**config.mk**
```make
export PLATFORM = sky130hd
export DESIGN_NAME = sync_fifo
export DESIGN_NICKNAME = d
export VERILOG_FILES = /design/src/rtl/sync_fifo_pkg.sv /design/src/rtl/sync_fifo_ram.sv /design/src/rtl/sync_fifo.sv
export SDC_FILE = /design/constraint.sdc
export NUM_CORES = 1
export LEC_CHECK = 0
export BUFFER_PORTS_ARGS = -buffer_cell sky130_fd_sc_hd__buf_2
export CAP_MARGIN = 20
export CORE_UTILIZATION = 55
export CTS_BUF_LIST = sky130_fd_sc_hd__clkbuf_4 sky130_fd_sc_hd__clkbuf_8
export DETAILED_ROUTE_END_ITERATION = 10
export GPL_ROUTABILITY_DRIVEN = 0
export PLACE_DENSITY = 0.84
export SLEW_MARGIN = 20
export SYNTH_ARGS = -nofsm -noshare
export SYNTH_HDL_FRONTEND = slang
export SYNTH_HIERARCHICAL = 1
export SYNTH_SLANG_ARGS = --single-unit
```
**constraint.sdc**
```tcl
create_clock -name clk -period 9.5 [get_ports clk]
set_input_delay 1.425 -clock clk [delete_from_list [all_inputs] [get_ports clk]]
set_output_delay 1.425 -clock clk [all_outputs]
set_load 0.02 [all_outputs]
```
**src/rtl/sync_fifo_pkg.sv**
```systemverilog
// Shared types and helpers for the show-ahead synchronous FIFO.
// The status flags are derived from the occupancy count alone.
package sync_fifo_pkg;

    typedef struct packed {
        logic full;
        logic empty;
        logic half_full;
        logic almost_full;
        logic almost_empty;
    } fifo_flags_t;

    // Written as count + 2 >= depth so small depths cannot underflow.
    function automatic fifo_flags_t fifo_flags(input int unsigned count,
                                               input int unsigned depth);
        fifo_flags_t f;
        f.full         = (count == depth);
        f.empty        = (count == 0);
        f.half_full    = (count >= depth / 2);
        f.almost_full  = (count + 2 >= depth);
        f.almost_empty = (count <= 1);
        return f;
    endfunction

endpackage

```
**src/rtl/sync_fifo_ram.sv**
```systemverilog
// DEPTH x DBITS register array: one synchronous write port, one asynchronous read port.
// Storage has no reset; only the pointers in the parent define which words are valid.
module sync_fifo_ram #(
    parameter int unsigned DBITS = 32,
    parameter int unsigned SIZE  = 4
) (
    input  logic             clk_i,
    input  logic             we_i,
    input  logic [SIZE-1:0]  waddr_i,
    input  logic [DBITS-1:0] wdata_i,
    input  logic [SIZE-1:0]  raddr_i,
    output logic [DBITS-1:0] rdata_o
);

    localparam int unsigned DEPTH = 1 << SIZE;

    logic [DBITS-1:0] mem_q [DEPTH];

    always_ff @(posedge clk_i) begin
        if (we_i) begin
            mem_q[waddr_i] <= wdata_i;
        end
    end

    assign rdata_o = mem_q[raddr_i];

endmodule

```
**src/rtl/sync_fifo.sv**
```systemverilog
// Single-clock first-word-fall-through FIFO with count-derived status flags.
// Pointers wrap modulo DEPTH; count disambiguates full from empty.
module sync_fifo
    import sync_fifo_pkg::*;
#(
    parameter int unsigned DBITS = 32,
    parameter int unsigned SIZE  = 4
) (
    input  logic             clk,
    input  logic             reset,
    input  logic [DBITS-1:0] din,
    input  logic             wr,
    input  logic             rd,
    output logic [DBITS-1:0] dout,
    output logic             full,
    output logic             empty,
    output logic             half_full,
    output logic             almost_full,
    output logic             almost_empty
);

    localparam int unsigned DEPTH = 1 << SIZE;
    localparam logic [SIZE-1:0] PtrOne = 1;
    localparam logic [SIZE:0]   CntOne = 1;

    logic [SIZE-1:0] wr_ptr_q, wr_ptr_d;
    logic [SIZE-1:0] rd_ptr_q, rd_ptr_d;
    logic [SIZE:0]   count_q, count_d;
    logic            wr_en, rd_en;
    fifo_flags_t     flags;

    assign flags        = fifo_flags(32'(count_q), DEPTH);
    assign full         = flags.full;
    assign empty        = flags.empty;
    assign half_full    = flags.half_full;
    assign almost_full  = flags.almost_full;
    assign almost_empty = flags.almost_empty;

    // Gating on the registered flags makes wr+rd at full a pure pop and at empty a pure push.
    assign wr_en = wr && !flags.full;
    assign rd_en = rd && !flags.empty;

    always_comb begin
        wr_ptr_d = wr_ptr_q;
        rd_ptr_d = rd_ptr_q;
        count_d  = count_q;
        if (wr_en) begin
            wr_ptr_d = wr_ptr_q + PtrOne;
        end
        if (rd_en) begin
            rd_ptr_d = rd_ptr_q + PtrOne;
        end
        if (wr_en && !rd_en) begin
            count_d = count_q + CntOne;
        end else if (rd_en && !wr_en) begin
            count_d = count_q - CntOne;
        end
    end

    always_ff @(posedge clk or negedge reset) begin
        if (!reset) begin
            wr_ptr_q <= '0;
            rd_ptr_q <= '0;
            count_q  <= '0;
        end else begin
            wr_ptr_q <= wr_ptr_d;
            rd_ptr_q <= rd_ptr_d;
            count_q  <= count_d;
        end
    end

    sync_fifo_ram #(
        .DBITS (DBITS),
        .SIZE  (SIZE)
    ) u_ram (
        .clk_i   (clk),
        .we_i    (wr_en),
        .waddr_i (wr_ptr_q),
        .wdata_i (din),
        .raddr_i (rd_ptr_q),
        .rdata_o (dout)
    );

endmodule

```
==> summary.txt, run 1 <==
======================================================================================
IO Port Bufs                                                                        72
Reported leakage power                                                     0.007269 µW
Residual antenna-violating net count after detailed routing                          0
Peak fanout along the critical path                                                 76
Total of flip-flops plus latches after synthesis                                   525
Fraction of power spent switching nets                                          32.11%
Cells after synthesis                                                              870
Clk Latency, worst-skew pair                                                   0.59 ns
Worst setup endpoint                                                          dout[14]
Maximum operating frequency                                                  203.7 MHz
Clock tree skew after final layout                                          0.01436 ns
TritonCTS clock tree                                                               yes
Summed instance area of the synthesized netlist                            0.01995 mm²
Top-level I/O count                                                                 73
Max Root-Sink Buffers                                                                3
Per-cell via count in the routed design                                          6.292
Global-route usage over all layers                                              23.54%
Family of cells with the greatest summed delay on the critical path       buffers and inverters
Dpl hpwl                                                                      21540 µm
First drt pass iteration count                                                       8
Portion of the post-synthesis area used by sequential elements                  78.70%
Leading cell type in the layout, fill and taps excluded                       edfxtp_1
Max-slew headroom at the worst pin                                              27.96%
Initial standard-cell utilization of the core                                   55.95%
Pwr/cell area                                                             299.8 mW/mm²
Cell depth of the worst setup path                                                   5
Gate power share                                                                 29.6%
Register-to-register setup slack                                               6.26 ns
Area of the core                                                           0.03566 mm²
Critical setup path kind                                                    reg -> out
Top library cells by usage in the layout, fill and taps aside             edfxtp_1 (512), mux4_2 (128), clkbuf_8 (80)
Chip width                                                                    192.5 µm
Post-Route Setup TNS                                                              0 ns
Via count of the first global-routing pass                                        9998
Failing checks                                                                     DRC
Nature of the critical path endpoint                                       output port
Number of rows created at floorplan                                                 69
Fraction of power consumed by sequential logic                                   44.9%
Via total after detailed routing                                                  9576
Post-CTS setup-driven buffer insertion count                                         0
Full die area                                                              0.03704 mm²
Crit. Startpoint                                                           rd_ptr_q[1]
Internal Power                                                                 4566 µW
List of cells traversed by the critical path                              buf_4 -> mux4_2 -> a22oi_1 -> nand2_1 -> buf_2
Proportion of power drawn by the clock network                                   25.5%
Synth cell types                                                                    36
Startpoint of the most critical register-to-register path                   count_q[0]
Number of placed instances with taps included                                     1380
Hold crit path type                                                         reg -> reg
Post-layout instance area                                                  0.02243 mm²
Result of the run                                                         complete, but fails checks
Total power                                                                    6725 µW
Hold depth                                                                           1
Primary FF master, synth                                                      edfxtp_1
Number of maximum-capacitance violations                                             0
1st-iter DRT viols                                                                1019
Clock slew at the register clock pins of the worst setup and hold paths        0.06 ns
Hold-fix buffers at CTS                                                              0
Number of buffers added by the clock tree synthesis step                            78
Overall die height                                                            192.5 µm
DRC errors left                                                                     12
Proportion of layout cells with a drive suffix above 1                          34.78%
Worst hold slack after final layout                                          0.5373 ns
Largest net degree at the start of global routing                                   77
Number of nets produced by synthesis                                               913
Routed length per instance                                                    27.80 µm
Required time at the worst-slack endpoint                                      8.08 ns
Post-placement cell area                                                   0.02095 mm²
Slew at the pin closest to its max-slew limit                                 1.081 ns
Master cell of the clock root buffer                                          clkbuf_8
Max rail drop VDD                                                            0.1599 mV
Number of cells in the finished layout apart from fillers                         1522
Cell with the largest stage delay on the worst path                              buf_4
Global-route wire length before repair                                        61450 µm
Antenna violations before repair                                                     3
Number of warnings reported in the yosys synthesis log                               6
Endpoints failing hold                                                               0
Arrival time reported for the critical path endpoint                           3.48 ns
Global route total overflow                                                          0
Count of fill cells added during filler insertion                                 2201
Number of enable-type register cells in the synthesized netlist                    512
Fin nets                                                                          1042
# resized after CTS                                                                  0
Min cycle time layout                                                         4.909 ns
Max stage delay on crit path                                                   0.95 ns
Share of the clock period used by the worst path                                51.68%
Final Setup Violations                                                               0
Synthesis-to-layout area growth                                                 12.42%
Reported net switching power                                                   2159 µW
H-tree level count                                                                   3
Worst Path Buf+Inv                                                                   2
Path depth of the worst reg2reg path                                                 8
Unrepaired setup endpoints after global routing                                  false
Mean instance size in the synthesized netlist                                22.93 µm²
Post-detailed-routing wire length                                             42320 µm
End of the worst register-to-register path                                u_ram/mem_q[2][22]
Sinks on Clock Net                                                                 525
Share of flip-flops with an asynchronous set or reset after synthesis           2.476%
Crit path launch type                                                        flip-flop
Count of final max-slew check failures                                               0
======================================================================================
[layout make-up]
cell class,count,area (µm²),share of cell area [%]
Sequential cell,525,15710,70.03
Antenna cell,3,7.507,0.03347
Inverter,4,15.01,0.06694
Multi-Input combinational cell,296,4128,18.40
Tap cell,461,576.8,2.572
Clock inverter,35,183.9,0.8200
Timing Repair Buffer,94,529.3,2.360
Clock buffer,104,1281,5.712
[logic make-up (layout without fill, tap and decap cells)]
| group | count (synthesis) | count (layout) | share of synthesized area, % |
|---|---|---|---|
| DFF | 525 | 525 | 78.70 |
| muxes | 131 | 131 | 14.61 |
| and+or+nand+nor | 78 | 78 | 1.913 |
| AOI/OAI and AO/OA | 69 | 69 | 2.571 |
| buffers and inverters | 49 | 237 | 1.286 |
| xor gates and xnor gates | 11 | 11 | 0.4829 |
| adders and majority gates | 7 | 7 | 0.4390 |
| other | 0 | 3 | 0 |
[cells in the mapped netlist (4+ instances only)]
master	instances	area [µm²]
buf_2	4	20.02
xor2_1	6	52.55
buf_4	12	90.09
nand2_1	36	135.1
edfxtp_1	512	15370
nor3_1	4	20.02
inv_1	4	15.01
xnor2_1	5	43.79
dfrtp_1	13	325.3
mux4_2	128	2883
a22oi_1	64	480.5
ha_1	7	87.58
buf_1	9	33.78
nor2_1	16	60.06
clkbuf_1	17	63.81
[power groups by stage]
stage / Combinational [µW] / Clock (µW) / Sequential (µW)
2_1_floorplan: 1490 / 0 / 2930
6_report: 1990 / 1720 / 3020
3_3_place_gp: 1970 / 0 / 3050
3_5_place_dp: 2000 / 0 / 3070
5_1_grt: 2120 / 1840 / 3050
4_1_cts: 2020 / 1740 / 3020
[flip-flops by register name, summed over array words and instances (netlist names)]
| name | flops |
|---|---|
| wr_ptr_q | 4 |
| count_q | 5 |
| u_ram/mem_q | 512 |
| rd_ptr_q | 4 |
[layer usage]
layer | GRT usage [%] | vias up | routed length (µm) | share of wire, %
li1 | - | 3963 | - | -
met1 | 30.22 | 5028 | 15410 | 36
met2 | 40.79 | 492 | 22260 | 53
met3 | 4.583 | 89 | 3640 | 8.6
met4 | 7.238 | 4 | 977 | 2.3
met5 | 0 | - | 26 | 0.061
[worst min path at each step]
stage | startpoint | to | slack [ns]
after floorplan | rd_ptr_q[3] | rd_ptr_q[3] | 0.49
after global placement | wr_ptr_q[3] | wr_ptr_q[3] | 0.51
after detailed placement | wr_ptr_q[3] | wr_ptr_q[3] | 0.52
after CTS | wr_ptr_q[3] | wr_ptr_q[3] | 0.53
after global routing | wr_ptr_q[2] | wr_ptr_q[2] | 0.58
final | wr_ptr_q[3] | wr_ptr_q[3] | 0.54
[stage by stage]
step                utilization, %  worst slack (ns)
global placement             58.76             4.914
floorplan                        -             4.710
CTS                          62.87             4.220
detailed placement           58.76             4.870
global route                 62.89             4.328
finish                       62.90             4.591
Note: power is estimated with default switching activity, not from simulation.
==> run 2: changes to the inputs <==
==> constraint.sdc (replaced) <==
create_clock -name clk -period 4.7 [get_ports clk]
set_input_delay 0.705 -clock clk [delete_from_list [all_inputs] [get_ports clk]]
set_output_delay 0.705 -clock clk [all_outputs]
set_load 0.02 [all_outputs]
==> summary.txt, run 2 (synthesized netlist as in run 1, its figures left out) <==
======================================================================================
Per-cell via count in the routed design                                          6.276
Reported net switching power                                                   4391 µW
Share of the clock period used by the worst path                                75.57%
Required time at the worst-slack endpoint                                      3.99 ns
Post-Route Setup TNS                                                              0 ns
Met3 routing resource usage after global routing                                4.546%
Number of rows created at floorplan                                                 69
Routed length per instance                                                    26.62 µm
Post-CTS setup-driven buffer insertion count                                         0
Proportion of layout cells with a drive suffix above 1                          35.71%
Pwr/cell area                                                             614.9 mW/mm²
Nature of the critical path endpoint                                       output port
Top-level I/O count                                                                 73
Largest net degree at the start of global routing                                   65
Full die area                                                              0.03704 mm²
Via count of the first global-routing pass                                       10046
Synthesis-to-layout area growth                                                 13.86%
Flip-flop count of the largest register after layout                               512
Chip width                                                                    192.5 µm
Count of fill cells added during filler insertion                                 2229
Master cell of the clock root buffer                                          clkbuf_8
Number of maximum-capacitance violations                                             0
Sequential cell area                                                       0.01571 mm²
Maximum operating frequency                                                  281.5 MHz
DRC errors left                                                                      6
Result of the run                                                         complete, but fails checks
Fraction of power spent switching nets                                          31.44%
Via total after detailed routing                                                  9584
Post-detailed-routing wire length                                             40650 µm
Global-route wire length before repair                                        59870 µm
Max stage delay on crit path                                                   0.65 ns
Top register by number of flip-flops                                       u_ram/mem_q
Endpoints failing hold                                                               0
Overall die height                                                            192.5 µm
1st-iter DRT viols                                                                 837
Global routing usage on met1                                                    28.86%
Max-slew headroom at the worst pin                                              23.27%
TritonCTS clock tree                                                               yes
Final Setup Violations                                                               0
Number of buffers added by the clock tree synthesis step                            80
Count of final max-slew check failures                                               0
Internal Power                                                                 9576 µW
Gate power share                                                                 29.9%
Clock tree skew after final layout                                          0.03141 ns
Post-layout instance area                                                  0.02272 mm²
Global routing usage on met2                                                    38.12%
Area of the core                                                           0.03566 mm²
Max Root-Sink Buffers                                                                3
Crit path launch type                                                        flip-flop
Worst hold slack after final layout                                          0.4234 ns
# resized after CTS                                                                  0
Worst Path Buf+Inv                                                                   2
First drt pass iteration count                                                       8
Peak fanout along the critical path                                                 21
Failing checks                                                                     DRC
Clock slew at the register clock pins of the worst setup and hold paths        0.06 ns
Family of cells with the greatest summed delay on the critical path         flip-flops
Post-placement cell area                                                   0.02103 mm²
Biggest regs                                                              u_ram/mem_q: 512 flops, count_q: 5 flops
Top library cells by usage in the layout, fill and taps aside             edfxtp_1 (512), mux4_2 (128), clkbuf_8 (80)
IO Port Bufs                                                                        72
Hold crit path type                                                          in -> reg
Min cycle time layout                                                         3.552 ns
List of cells traversed by the critical path                              buf_4 -> mux4_2 -> a22oi_1 -> nand2_1 -> buf_2
Clk Latency, worst-skew pair                                                   0.59 ns
Fraction of power consumed by sequential logic                                   43.0%
H-tree level count                                                                   3
Leading cell type in the layout, fill and taps excluded                       edfxtp_1
Cell with the largest stage delay on the worst path                            dfrtp_4
Global-route usage over all layers                                              22.52%
Global route total overflow                                                          0
Unrepaired setup endpoints after global routing                                  false
Max rail drop VDD                                                            0.3015 mV
Initial standard-cell utilization of the core                                   55.95%
Multi-input combinational cell area                                       0.004128 mm²
Dpl hpwl                                                                      22340 µm
Residual antenna-violating net count after detailed routing                          0
Busiest metal layer after global routing                                          met2
Post-layout util                                                                63.71%
Antenna violations before repair                                                     2
Critical setup path kind                                                    reg -> out
Proportion of power drawn by the clock network                                   27.1%
Arrival time reported for the critical path endpoint                           2.85 ns
Slew at the pin closest to its max-slew limit                                 1.148 ns
Sinks on Clock Net                                                                 525
Reported leakage power                                                     0.007401 µW
Fin nets                                                                          1047
======================================================================================
## run 2: routing by layer
layer | up-vias | wire, µm
met5 | - | 0
met2 | 411 | 21100
met3 | 80 | 2900
met1 | 5116 | 15570
li1 | 3977 | -
met4 | 0 | 1083
## run 2: final timing paths
check,to,slack (ns),from,cells past startpoint
min reg2reg,wr_ptr_q[3],0.54,wr_ptr_q[3],1
min in group asynchronous,count_q[1],0.53,reset,2
max reg2reg,u_ram/mem_q[13][31],1.57,count_q[0],8
max,dout[19],1.15,rd_ptr_q[0],5
max in group asynchronous,rd_ptr_q[0],3.88,reset,2
min,wr_ptr_q[3],0.42,wr,3
## run 2: power groups by stage
stage          logic (µW)  clock network [µW]  registers, µW
4_1_cts              4190                3860           6010
2_1_floorplan        3020                   0           5920
6_report             4180                3780           6010
3_3_place_gp         4060                   0           6050
3_5_place_dp         4170                   0           6100
5_1_grt              4460                4060           6060
## run 2: what timing repair did
action                                  CTS  global route
hold buffers                              1             0
hold endpoints to repair                  6             0
endpoints found under the setup margin    0             0
## run 2: layout make-up
| class | count | area share [%] |
|---|---|---|
| well taps | 461 | 2.539 |
| flip-flops and latches | 525 | 69.15 |
| multi-input cells | 296 | 18.17 |
| clock buffers | 110 | 5.839 |
| inverters | 4 | 0.06610 |
| repair buffers | 97 | 2.941 |
| clock inverters | 32 | 1.272 |
| diodes | 2 | 0.02203 |
## run 2: through the flow
step | total power, µW | setup slack (ns) | cells
floorplan | 8943 | 0.4564 | 870
global placement | 10120 | 1.647 | 1378
detailed placement | 10270 | 1.574 | 1380
CTS | 14070 | 1.095 | 1523
global route | 14580 | 0.9572 | 1527
finish | 13970 | 1.148 | 1527
## run 2: worst min-delay path, delay by kind of cell
kind                   cells  cell delay [ns]
buffers and inverters      1             0.12
AND/OR/NAND/NOR            1             0.08
XOR/XNOR                   1             0.06
